### src/rtl/wb_ram_arbiter.sv
// Two-master Wishbone arbiter in front of a single RAM slave.
// Round-robin on ties, grants held for the whole cycle, out-of-window accesses answered with err.
module wb_ram_arbiter #(
    parameter int unsigned ADDR_WIDTH = 20,
    parameter logic [31:0] BASE_ADDR  = 32'h0000_0000
) (
    input  logic                  clk,
    input  logic                  rst,

    input  logic [31:0]           iwbm_addr,
    input  logic                  iwbm_cyc,
    input  logic                  iwbm_stb,
    input  logic [2:0]            iwbm_cti,
    input  logic [1:0]            iwbm_bte,
    output logic [31:0]           iwbm_dat_r,
    output logic                  iwbm_ack,
    output logic                  iwbm_err,

    input  logic [31:0]           dwbm_addr,
    input  logic [31:0]           dwbm_dat_w,
    input  logic [3:0]            dwbm_sel,
    input  logic                  dwbm_cyc,
    input  logic                  dwbm_stb,
    input  logic [2:0]            dwbm_cti,
    input  logic [1:0]            dwbm_bte,
    input  logic                  dwbm_we,
    output logic [31:0]           dwbm_dat_r,
    output logic                  dwbm_ack,
    output logic                  dwbm_err,

    output logic [ADDR_WIDTH-1:0] ram_addr,
    output logic [31:0]           ram_dat_w,
    output logic [3:0]            ram_sel,
    output logic                  ram_cyc,
    output logic                  ram_stb,
    output logic [2:0]            ram_cti,
    output logic [1:0]            ram_bte,
    output logic                  ram_we,
    input  logic [31:0]           ram_dat_r,
    input  logic                  ram_ack
);

    localparam int unsigned TAG_LSB = ADDR_WIDTH + 2;

    typedef enum logic [1:0] {
        IDLE  = 2'd0,
        GNT_I = 2'd1,
        GNT_D = 2'd2
    } state_t;

    state_t state;
    state_t state_next;
    logic   prio_d;
    logic   i_err;
    logic   d_err;
    logic   gnt_i;
    logic   gnt_d;
    logic   i_bad;
    logic   d_bad;

    // Reset gates the grant immediately so the RAM sees no cycle while rst is low.
    assign gnt_i = (state == GNT_I) && rst;
    assign gnt_d = (state == GNT_D) && rst;

    assign i_bad = (iwbm_addr >> TAG_LSB) != (BASE_ADDR >> TAG_LSB);
    assign d_bad = (dwbm_addr >> TAG_LSB) != (BASE_ADDR >> TAG_LSB);

    always_ff @(posedge clk) begin
        if (!rst) begin
            state  <= IDLE;
            prio_d <= 1'b1;
            i_err  <= 1'b0;
            d_err  <= 1'b0;
        end else begin
            state <= state_next;
            if (state == IDLE && state_next == GNT_D) begin
                prio_d <= 1'b0;
            end else if (state == IDLE && state_next == GNT_I) begin
                prio_d <= 1'b1;
            end
            // Error pulses alternate while stb is held and vanish once the grant ends.
            i_err <= gnt_i && iwbm_cyc && iwbm_stb && i_bad && !i_err;
            d_err <= gnt_d && dwbm_cyc && dwbm_stb && d_bad && !d_err;
        end
    end

    always_comb begin
        state_next = state;
        case (state)
            IDLE: begin
                if (iwbm_cyc && dwbm_cyc) begin
                    state_next = prio_d ? GNT_D : GNT_I;
                end else if (dwbm_cyc) begin
                    state_next = GNT_D;
                end else if (iwbm_cyc) begin
                    state_next = GNT_I;
                end
            end
            GNT_I:   state_next = iwbm_cyc ? GNT_I : IDLE;
            GNT_D:   state_next = dwbm_cyc ? GNT_D : IDLE;
            default: state_next = IDLE;
        endcase
    end

    // Combinational mux onto the RAM port and back to the owning master.
    always_comb begin
        ram_addr   = '0;
        ram_dat_w  = '0;
        ram_sel    = '0;
        ram_cyc    = 1'b0;
        ram_stb    = 1'b0;
        ram_cti    = '0;
        ram_bte    = '0;
        ram_we     = 1'b0;
        iwbm_dat_r = '0;
        iwbm_ack   = 1'b0;
        dwbm_dat_r = '0;
        dwbm_ack   = 1'b0;
        if (gnt_i) begin
            ram_addr   = iwbm_addr[TAG_LSB-1:2];
            ram_sel    = 4'hF;
            ram_cyc    = iwbm_cyc;
            ram_stb    = iwbm_stb && !i_bad;
            ram_cti    = iwbm_cti;
            ram_bte    = iwbm_bte;
            iwbm_dat_r = ram_dat_r;
            iwbm_ack   = ram_ack && iwbm_cyc && !i_bad;
        end else if (gnt_d) begin
            ram_addr   = dwbm_addr[TAG_LSB-1:2];
            ram_dat_w  = dwbm_dat_w;
            ram_sel    = dwbm_sel;
            ram_cyc    = dwbm_cyc;
            ram_stb    = dwbm_stb && !d_bad;
            ram_cti    = dwbm_cti;
            ram_bte    = dwbm_bte;
            ram_we     = dwbm_we;
            dwbm_dat_r = ram_dat_r;
            dwbm_ack   = ram_ack && dwbm_cyc && !d_bad;
        end
    end

    assign iwbm_err = i_err && rst;
    assign dwbm_err = d_err && rst;

endmodule

### config.mk
export PLATFORM = sky130hd
export DESIGN_NAME = wb_ram_arbiter
export DESIGN_NICKNAME = d
export VERILOG_FILES = /design/src/rtl/wb_ram_arbiter.sv
export SDC_FILE = /design/constraint.sdc
export NUM_CORES = 1
export LEC_CHECK = 0
export BUFFER_PORTS_ARGS = -buffer_cell sky130_fd_sc_hd__buf_2
export CAP_MARGIN = 20
export CORE_AREA = 2 2 109 111
export DETAILED_ROUTE_END_ITERATION = 7
export DIE_AREA = 0 0 111 113
export RECOVER_POWER = 100
export SKIP_CTS_REPAIR_TIMING = 1
export SYNTH_ARGS = -nofsm -noshare
export SYNTH_HDL_FRONTEND = slang
export SYNTH_SLANG_ARGS = --single-unit
### constraint.sdc
create_clock -name clk -period 1.4 [get_ports clk]
set_input_delay 0.35 -clock clk [delete_from_list [all_inputs] [get_ports clk]]
set_output_delay 0.35 -clock clk [all_outputs]
set_load 0.02 [all_outputs]
==> results of run 1 <==
final timing paths:
kind / start / to / slack [ns] / cells after the start
setup reg to reg: state[0]$_SDFF_PN0_ / d_err$_SDFF_PN0_ / -0.08 / 6
hold reg to reg: i_err$_SDFF_PN0_ / i_err$_SDFF_PN0_ / 0.44 / 1
setup / recovery: state[0]$_SDFF_PN0_ / dwbm_ack / -0.43 / 5
hold / removal: dwbm_cyc / state[0]$_SDFF_PN0_ / 0.39 / 2
worst max-delay path, cell delays in order, from the launching register on:
cell	delay, ns
dfxtp_2	0.32
and3b_4	0.34
buf_12	0.15
buf_12	0.12
and4_4	0.21
buf_6	0.11
placed cells by master (no fill, tap or decap), drive strengths merged, types with 3 or more instances in the layout:
| cell type | count |
|---|---|
| nor4 | 4 |
| nand2 | 5 |
| a22o | 25 |
| and2 | 99 |
| buf | 297 |
| clkbuf | 11 |
| a21o | 4 |
| dfxtp | 5 |
| nor2 | 3 |
cell type report:
cell class | count | area, sq um | share of cell area, %
multi-input combinational | 157 | 1320 | 32.2
timing repair buffer | 304 | 2410 | 58.9
tap | 143 | 179 | 4.37
inverter | 2 | 7.51 | 0.183
clock buffer | 4 | 78.8 | 1.92
sequential | 5 | 101 | 2.47
through the flow:
step / area (sq um) / hold WS [ns]
3_3_place_gp: 3030 / 0.422
5_1_grt: 4100 / 0.413
3_5_place_dp: 3030 / 0.422
2_1_floorplan: 1470 / 0.407
6_report: 4100 / 0.388
4_1_cts: 3110 / 0.390
power by group:
group	switching, W	internal, W	total (W)	leakage (nW)
logic	0.000403	0.000490	0.000893	2.16
registers	0.00000633	0.000151	0.000158	0.0414
clock network	0.0000968	0.000378	0.000475	0.0382
total	0.000506	0.00102	0.00152	2.24
routing by layer:
metal  share of wire (%)  vias up  global-route usage [%]
met4                 1.7        0                    2.00
met5                   0        -                       0
li1                    -     1194                       -
met1                  38     1122                    12.1
met2                  53      158                    16.5
met3                 7.4       10                    1.77
kinds of logic after synthesis:
group | after synthesis
AO/OA/AOI/OAI | 33
buffers and inverters | 20
flip-flops | 5
AND/OR/NAND/NOR | 124
state kept, by name, summed over array words and instances, names as in the netlist:
name	flops
d_err	1
prio_d	1
state	2
i_err	1
==> results by group, run 1 <==
Outcome
  – Run status: finished with violations
  – Failing checks: setup timing

STA
  – Final Hold Violating Endpoints: 0
  – Final period utilization: 131%
  – Fin. max-slew vios: 0
  – Worst Tran Pin Value: 0.264 ns
  – Worst Clk Skew: 0.00198 ns
  – Max Clk Rate: 545 MHz
  – Final WS setup: -0.433 ns
  – RSZ-0062 raised after global routing: yes
  – Final setup fails: 131
  – Slew HR: 82.2%
  – TNS Setup: -47.01 ns
  – Min Tclk post-route: 1.83 ns

Synth
  – Synth cell count leaders: 99 x and2_1, 25 x a22o_1, 7 x clkbuf_1, 6 x buf_2, 5 x dfxtp_1
  – Post-synthesis xor/xnor area fraction: 0%
  – Post-synthesis adder-cell area fraction: 0%
  – Yosys reg bits: 5
  – Primary FF master, synth: dfxtp_1
  – Post-Syn Instances: 182
  – Asr flop ratio synth: 0%
  – Syn. warnings: 0
  – Largest family of logic cells by synthesized area: simple AND/OR/NAND/NOR gates
  – Mux contribution to synthesized area: 0%
  – Sequential area share after synthesis: 7.80%
  – Syn Area/Cell: 7.05 sq um
  – Compound-Gate Fraction of Synth Area: 21.6%
  – Simple-gate area share of the yosys netlist: 60.9%
  – Netlist cell types: 24
  – Syn_nets: 332
  – Most frequent cell after synthesis: and2_1
  – Share of the synthesized area in the top cell type: 48.2%
  – Post-Syn Area: 1280 sq um
  – Synth top area cells: and2_1 48%, a22o_1 17%, dfxtp_1 7.8%, buf_6 3.5%, buf_2 2.3%
  – EDFF count, synth: 0
  – Cell taking the most area after synthesis: and2_1

Worst setup path
  – CP endpoint kind: output port
  – Worst Path Required: 1.05 ns
  – Worst-path fanout max: 6
  – Worst setup path class: reg -> out
  – Startpoint Class: register
  – Arrival @ worst endpoint: 1.48 ns

Routing
  – DR DRC count: 0
  – DRT iter0 DRCs: 57
  – Vias per inst: 4.04
  – WL final: 9160 um
  – Vias: 2,484
  – Wirelength per Cell: 14.9 um
  – Pre-antenna DRT Iters: 4
  – Final antenna-violating net count: 0

Cells and area
  – Non-Filler Instances: 615
  – Layout Nets: 623
  – Diode count: 0
  – Area Overhead vs Synth: 219%
  – Share of cells above drive strength 1: 86.9%
  – Fillers: 1,176
  – Fin util: 36.3%

Clock network
  – Reg clk slew, reported paths: 0.03 ns
  – TritonCTS Buffers: 3
  – Clock latency on the worst-skew pair: 0.23 ns
  – Clock tree sinks: 5
  – Clock buffer depth: 2
  – Root cell of the clock tree: clkbuf_16
  – CTS tree: yes
  – H-tree depth: 1

Floorplan
  – Rows: 39
  – Initial Utilization: 11.4%
  – I/O Pins: 282
  – Die Span X: 111 um
  – DIE AREA: 12,500 sq um
  – Die Height: 113 um
  – Core Area: 11,300 sq um

Place
  – IO Port Bufs: 277
  – Place WS: -0.295 ns
  – Dpl cells: 595
  – DP HPWL: 5980 um
  – Gpl congestion: 0.812

Pwr
  – Pwr dens: 372 nW/um^2
  – Power Total: 0.00152 W
  – Leakage: 2.24 nW
  – Worst VDD drop: 0.567 mV

GRT
  – Initial antenna violation count: 0
  – GRT Total Usage: 9.42%
  – First-pass GRT wire length: 9870 um
  – Largest net degree at the start of global routing: 56
  – Total grt overflow: 0
  – Vias in the first global route: 2,025

Run
  – Max Cap Viol: 0

Worst hold path
  – Min-delay worst type: in -> reg
Note: power is estimated with default switching activity, not from simulation.
==> run 2, diff against run 1 <==
- CELL_PAD_IN_SITES_DETAIL_PLACEMENT: not set -> 0
- CELL_PAD_IN_SITES_GLOBAL_PLACEMENT: not set -> 2
- CORE_AREA: 2 2 109 111 -> 2 2 117 119
- DIE_AREA: 0 0 111 113 -> 0 0 119 121
- PLACE_DENSITY_LB_ADDON: not set -> 0.12
==> run 2 against run 1 <==
  * Largest cell class unchanged
  * Register-to-register slack better by 0.11 ns
  * Flip-flop and latch count unchanged
  * Clock skew fell by 0.00094 ns
  * Global-route usage rose by 0.27 points
  * Final cell count grew 5.7%
  * Wire length fell by 0.94%
  * Non-clock buffer count rose by 2
  * Hold slack is essentially flat
  * Highest routed layer unchanged
  * Fmax increased by 0.92%
  * Power decreased by 3.3%
  * The flow still finishes with violations (setup timing)
  * Critical path type unchanged
  * Final area decreased by 5.3%
  * Sequential power barely moved
==> results by group, run 2 (same netlist as run 1, synthesis figures left out) <==
Routing
  – Final antenna-violating net count: 0 (unchanged)
  – WL final: 9070 um (was 9160 um)
  – Pre-antenna DRT Iters: 3 (was 4)
  – Vias per inst: 3.78 (was 4.04)
  – Wirelength per Cell: 14.0 um (was 14.9 um)
  – Vias: 2,455 (was 2,484)
  – DRT iter0 DRCs: 32 (was 57)
  – DR DRC count: 0 (unchanged)

STA
  – Min Hold Slack: 0.387 ns (was 0.388 ns)
  – RSZ-0062 raised after global routing: yes (unchanged)
  – TNS Setup: -45.16 ns (was -47.01 ns)
  – Slew HR: 82.8% (was 82.2%)
  – Min Tclk post-route: 1.82 ns (was 1.83 ns)
  – Final Hold Violating Endpoints: 0 (unchanged)
  – Fin. max-slew vios: 0 (unchanged)
  – Final setup fails: 130 (was 131)
  – Worst Tran Pin Value: 0.255 ns (was 0.264 ns)
  – Worst Clk Skew: 0.00103 ns (was 0.00198 ns)
  – Max Clk Rate: 550 MHz (was 545 MHz)
  – Final WS setup: -0.417 ns (was -0.433 ns)
  – Final period utilization: 130% (was 131%)

Worst setup path
  – Startpoint Class: register (unchanged)
  – Crit-path leading delay family: buffers and inverters (was simple AND/OR/NAND/NOR gates)
  – Reg-to-reg startpoint: state[0]$_SDFF_PN0_ (unchanged)
  – Arrival @ worst endpoint: 1.47 ns (was 1.48 ns)
  – Worst setup path class: reg -> out (unchanged)
  – Register-to-Register Path Depth: 6 (unchanged)
  – Worst path max stage delay: 0.31 ns (was 0.34 ns)
  – Worst Path Required: 1.05 ns (about the same)
  – Worst-path fanout max: 10 (was 6)
  – Buf/Inv on CP: 3 (unchanged)
  – R2R Path End: d_err$_SDFF_PN0_ (unchanged)
  – Reg2Reg Setup Slack: 0.03 ns (was -0.08 ns)
  – Crit path max-delay cell type: dfxtp_2 (was and3b_4)
  – CP endpoint kind: output port (unchanged)
  – Crit path cell chain: and3b_4 > buf_12 > buf_6 > and2_2 > buf_2 (was and3b_4 > buf_12 > buf_12 > and4_4 > buf_6)

Run
  – Max Cap Viol: 0 (unchanged)

Cells and area
  – Most frequent cells in the layout: 198 x buf_2, 68 x buf_6, 37 x and2_2, 33 x and2_1, 30 x buf_4 (was 171 x buf_2, 95 x buf_6, 49 x and2_4, 39 x and2_2)
  – Number of flip-flops in the largest register: 2 (unchanged)
  – Top reg by flops: state (unchanged)
  – Area Overhead vs Synth: 202% (was 219%)
  – Share of cells above drive strength 1: 82.3% (was 86.9%)
  – Diode count: 0 (unchanged)
  – FF/Latch Area: 103 sq um (was 101 sq um)
  – Layout Nets: 625 (was 623)
  – Fillers: 1,407 (was 1,176)
  – Most common cell after layout, fill and taps aside: buf_2 (unchanged)
  – Multi-input gate area: 1270 sq um (was 1320 sq um)

Floorplan
  – Die Height: 121 um (was 113 um)
  – Initial Utilization: 9.81% (was 11.4%)
  – Rows: 42 (was 39)
  – DIE AREA: 14,400 sq um (was 12,500 sq um)
  – Core Area: 13,100 sq um (was 11,300 sq um)
  – I/O Pins: 282 (unchanged)
  – Die Span X: 119 um (was 111 um)

Worst hold path
  – Min-delay worst type: in -> reg (unchanged)
  – Hold path endpoint: state[0]$_SDFF_PN0_ (unchanged)
  – Hold Crit Depth: 2 (unchanged)
  – Hold Path Origin: dwbm_cyc (unchanged)

Clock network
  – Clock buffer depth: 2 (unchanged)
  – Clock tree sinks: 5 (unchanged)
  – Reg clk slew, reported paths: 0.03 ns (about the same)
  – H-tree depth: 1 (unchanged)
  – CTS tree: yes (unchanged)
  – TritonCTS Buffers: 3 (unchanged)
  – Clock latency on the worst-skew pair: 0.23 ns (about the same)
  – Root cell of the clock tree: clkbuf_16 (unchanged)

GRT
  – Met1 Track Usage GR: 9.42% (was 12.1%)
  – GRT busiest layer: met2 (unchanged)
  – Global routing usage on met2: 20.0% (was 16.5%)
  – Total grt overflow: 0 (unchanged)
  – Vias in the first global route: 2,176 (was 2,025)
  – GRT Total Usage: 9.69% (was 9.42%)
  – GR Util met3: 3.10% (was 1.77%)
  – First-pass GRT wire length: 11,200 um (was 9870 um)
  – Initial antenna violation count: 0 (unchanged)
  – Largest net degree at the start of global routing: 42 (was 56)

Place
  – DP HPWL: 6840 um (was 5980 um)
  – Place WS: -0.305 ns (was -0.295 ns)
  – IO Port Bufs: 277 (unchanged)
  – Gpl congestion: 0.711 (was 0.812)

Pwr
  – Worst VDD drop: 0.314 mV (was 0.567 mV)
  – Leakage: 2.19 nW (was 2.24 nW)
  – Pwr dens: 380 nW/um^2 (was 372 nW/um^2)

Outcome
  – Run status: finished with violations (unchanged)
  – Failing checks: setup timing (unchanged)
[run 2: worst reg2reg max path, delay by kind of cell, from the launching register on]
| family | cells | cell delay (ns) |
|---|---|---|
| buffers and inverters | 3 | 0.37 |
| flip-flops | 1 | 0.31 |
| AND/OR/NAND/NOR | 3 | 0.60 |
[run 2: how the worst max path moves through the flow]
stage / from / slack [ns] / to / cells after the start
CTS: state[1]$_SDFF_PN0_ / -0.42 / dwbm_dat_r[29] / 4
detailed placement: iwbm_addr[27] / -0.31 / iwbm_ack / 5
global route: state[0]$_SDFF_PN0_ / -0.48 / ram_sel[3] / 5
global placement: iwbm_addr[27] / -0.31 / iwbm_ack / 5
floorplan: rst / -0.09 / ram_addr[0] / 5
finish: state[0]$_SDFF_PN0_ / -0.42 / ram_dat_w[11] / 5
[run 2: cell type report]
class | count | area share [%]
flip-flops and latches | 5 | 2.65
repair buffers | 306 | 56.6
well taps | 176 | 5.68
clock buffers | 4 | 2.03
multi-input cells | 157 | 32.8
inverters | 2 | 0.194
[run 2: through the flow]
step                cell area [sq um]  instances  utilization, %  total power (W)
global route                     3880        650            29.6          0.00157
detailed placement               3130        634            23.9         0.000847
finish                           3880        650            29.6          0.00148
global placement                 3130        634            23.9         0.000851
CTS                              3200        638            24.5          0.00134
floorplan                        1470        182               -         0.000481
[run 2: routing by layer]
layer | vias up | wire [um]
li1 | 1201 | -
met3 | 6 | 899
met5 | - | 0
met4 | 0 | 76
met1 | 1089 | 3000
met2 | 159 | 5100
[run 2: power by group]
part | leakage, nW | switching, W | internal [W]
combinational | 2.11 | 0.000384 | 0.000455
sequential | 0.0417 | 0.00000532 | 0.000152
clock | 0.0382 | 0.000101 | 0.000378
==> run 3, diff against run 2 <==
- CORE_AREA: 2 2 117 119 -> 2 2 134 104
- DIE_AREA: 0 0 119 121 -> 0 0 136 106
- MAX_ROUTING_LAYER: not set -> met4
==> run 3 against run 2 <==
  * The flow still finishes with violations (setup timing)
  * Clock-buffer cell count is the same
  * Sequential power is essentially flat
  * Final cell count shrank 0.77%
  * Register-to-register slack lost 0.03 ns
  * Clock power shrank 3%
  * Core utilization grew 2.0 points
  * Critical path type unchanged
==> results by group, run 3 (same netlist as run 1, synthesis figures left out) <==
Cells and area
  – Layout Nets: 621 (was 625)
  – Diode count: 0 (unchanged)
  – Area Overhead vs Synth: 227% (was 202%)
  – Most frequent cells in the layout: 149 x buf_2, 98 x buf_6, 50 x and2_4, 40 x buf_4, 30 x and2_1 (was 198 x buf_2, 68 x buf_6, 37 x and2_2, 33 x and2_1, 30 x buf_4)
  – Top reg by flops: state (unchanged)
  – Share of cells above drive strength 1: 83.2% (was 82.3%)
  – Fin util: 31.7% (was 29.6%)
  – Number of flip-flops in the largest register: 2 (unchanged)
  – Fillers: 1,404 (was 1,407)
  – Most common cell after layout, fill and taps aside: buf_2 (unchanged)

STA
  – Min Tclk post-route: 1.79 ns (was 1.82 ns)
  – Final Hold Violating Endpoints: 0 (unchanged)
  – Worst Clk Skew: 0.000775 ns (was 0.00103 ns)
  – Final period utilization: 128% (was 130%)
  – Max Clk Rate: 557 MHz (was 550 MHz)
  – RSZ-0062 raised after global routing: yes (unchanged)
  – Final WS setup: -0.395 ns (was -0.417 ns)
  – Fin. max-slew vios: 0 (unchanged)
  – Slew HR: 82.9% (was 82.8%)
  – Worst Tran Pin Value: 0.253 ns (was 0.255 ns)
  – Final setup fails: 130 (unchanged)

Pwr
  – Reg power frac: 10.3% (was 10.6%)
  – P_sw: 0.000492 W (was 0.000490 W)
  – Switching Fraction: 32.2% (was 33.2%)
  – Leakage: 2.23 nW (was 2.19 nW)
  – Power Total: 0.00153 W (was 0.00148 W)
  – Combinational fraction of design power: 59.3% (was 56.9%)
  – Internal: 0.00104 W (was 0.000985 W)
  – Worst VDD drop: 0.367 mV (was 0.314 mV)
  – Pwr dens: 365 nW/um^2 (was 380 nW/um^2)
  – Clk pwr share: 30.4% (was 32.5%)

Clock network
  – H-tree depth: 1 (unchanged)
  – Clock tree sinks: 5 (unchanged)
  – CTS tree: yes (unchanged)
  – Root cell of the clock tree: clkbuf_16 (unchanged)
  – Clock latency on the worst-skew pair: 0.22 ns (was 0.23 ns)
  – Reg clk slew, reported paths: 0.03 ns (about the same)
  – Clock buffer depth: 2 (unchanged)
  – TritonCTS Buffers: 3 (unchanged)

Floorplan
  – Rows: 37 (was 42)
  – Die Span X: 136 um (was 119 um)
  – DIE AREA: 14,400 sq um (about the same)
  – Core Area: 13,200 sq um (was 13,100 sq um)
  – Initial Utilization: 9.70% (was 9.81%)
  – Die Height: 106 um (was 121 um)
  – I/O Pins: 282 (unchanged)

Routing
  – Routed wl met3: 747 um (was 899 um)
  – DR WL met2: 4930 um (was 5100 um)
  – Top Layer Used: met4 (unchanged)
  – Vias per inst: 3.83 (was 3.78)
  – Wirelength per Cell: 13.8 um (was 14.0 um)
  – DR DRC count: 0 (unchanged)
  – DRT iter0 DRCs: 54 (was 32)
  – M1 WL: 3220 um (was 3000 um)
  – Pre-antenna DRT Iters: 4 (was 3)
  – WL final: 8930 um (was 9070 um)
  – Vias: 2,469 (was 2,455)
  – Final antenna-violating net count: 0 (unchanged)

Worst setup path
  – Worst setup path class: reg -> out (unchanged)
  – Worst Path Required: 1.05 ns (about the same)
  – Arrival @ worst endpoint: 1.44 ns (was 1.47 ns)
  – CP endpoint kind: output port (unchanged)
  – Worst-path fanout max: 7 (was 10)
  – Startpoint Class: register (unchanged)

GRT
  – Initial antenna violation count: 0 (unchanged)
  – Vias in the first global route: 2,102 (was 2,176)
  – First-pass GRT wire length: 10,300 um (was 11,200 um)
  – GRT Total Usage: 9.01% (was 9.69%)
  – Largest net degree at the start of global routing: 60 (was 42)
  – Total grt overflow: 0 (unchanged)

Outcome
  – Run status: finished with violations (unchanged)
  – Failing checks: setup timing (unchanged)

Place
  – IO Port Bufs: 277 (unchanged)
  – Gpl congestion: 0.741 (was 0.711)
  – DP HPWL: 6280 um (was 6840 um)

Worst hold path
  – Min-delay worst type: in -> reg (unchanged)

Run
  – Max Cap Viol: 0 (unchanged)
## run 3: cell type report
cell class	instances	area [sq um]	share of cell area, %
Timing Repair Buffer	302	2470	58.9
Multi-Input combinational cell	157	1320	31.4
Tap cell	175	219	5.22
Sequential cell	5	103	2.45
Clock buffer	4	78.8	1.88
Inverter	2	7.51	0.179
## run 3: final timing paths
path                       to                start  slack [ns]  cells after the start
max                  dwbm_ack  state[0]$_SDFF_PN0_       -0.39                      5
min          d_err$_SDFF_PN0_             dwbm_stb        0.41                      2
max reg2reg  i_err$_SDFF_PN0_  state[1]$_SDFF_PN0_           0                      5
min reg2reg  i_err$_SDFF_PN0_     i_err$_SDFF_PN0_        0.44                      1
## run 3: critical path, stage by stage (launching register included)
cell	delay, ns
dfxtp_2	0.31
and3b_4	0.32
buf_12	0.14
buf_4	0.11
and4_4	0.21
buf_6	0.11
## run 3: routing by layer
layer,GRT usage [%],vias up
met4,1.34,0
met3,2.00,4
met5,-,-
met2,17.9,141
met1,9.06,1129
li1,-,1195
## run 3: per-stage QoR
step | hold slack, ns | setup slack (ns) | instances | area, sq um | setup TNS [ns]
6_report | 0.407 | -0.395 | 645 | 4190 | -44.62
5_1_grt | 0.409 | -0.437 | 645 | 4190 | -50.91
4_1_cts | 0.402 | -0.436 | 632 | 3170 | -48.98
3_5_place_dp | 0.417 | -0.290 | 628 | 3090 | -30.39
3_3_place_gp | 0.415 | -0.301 | 628 | 3090 | -30.41
2_1_floorplan | 0.407 | -0.0891 | 182 | 1470 | -1.95
## run 3: power groups by stage
stage	clock network, W	logic, W	registers [W]
after global routing	0.000488	0.000971	0.000159
after detailed placement	0	0.000677	0.000159
after floorplan	0	0.000324	0.000158
after global placement	0	0.000678	0.000159
final	0.000465	0.000907	0.000158
after CTS	0.000474	0.000678	0.000157
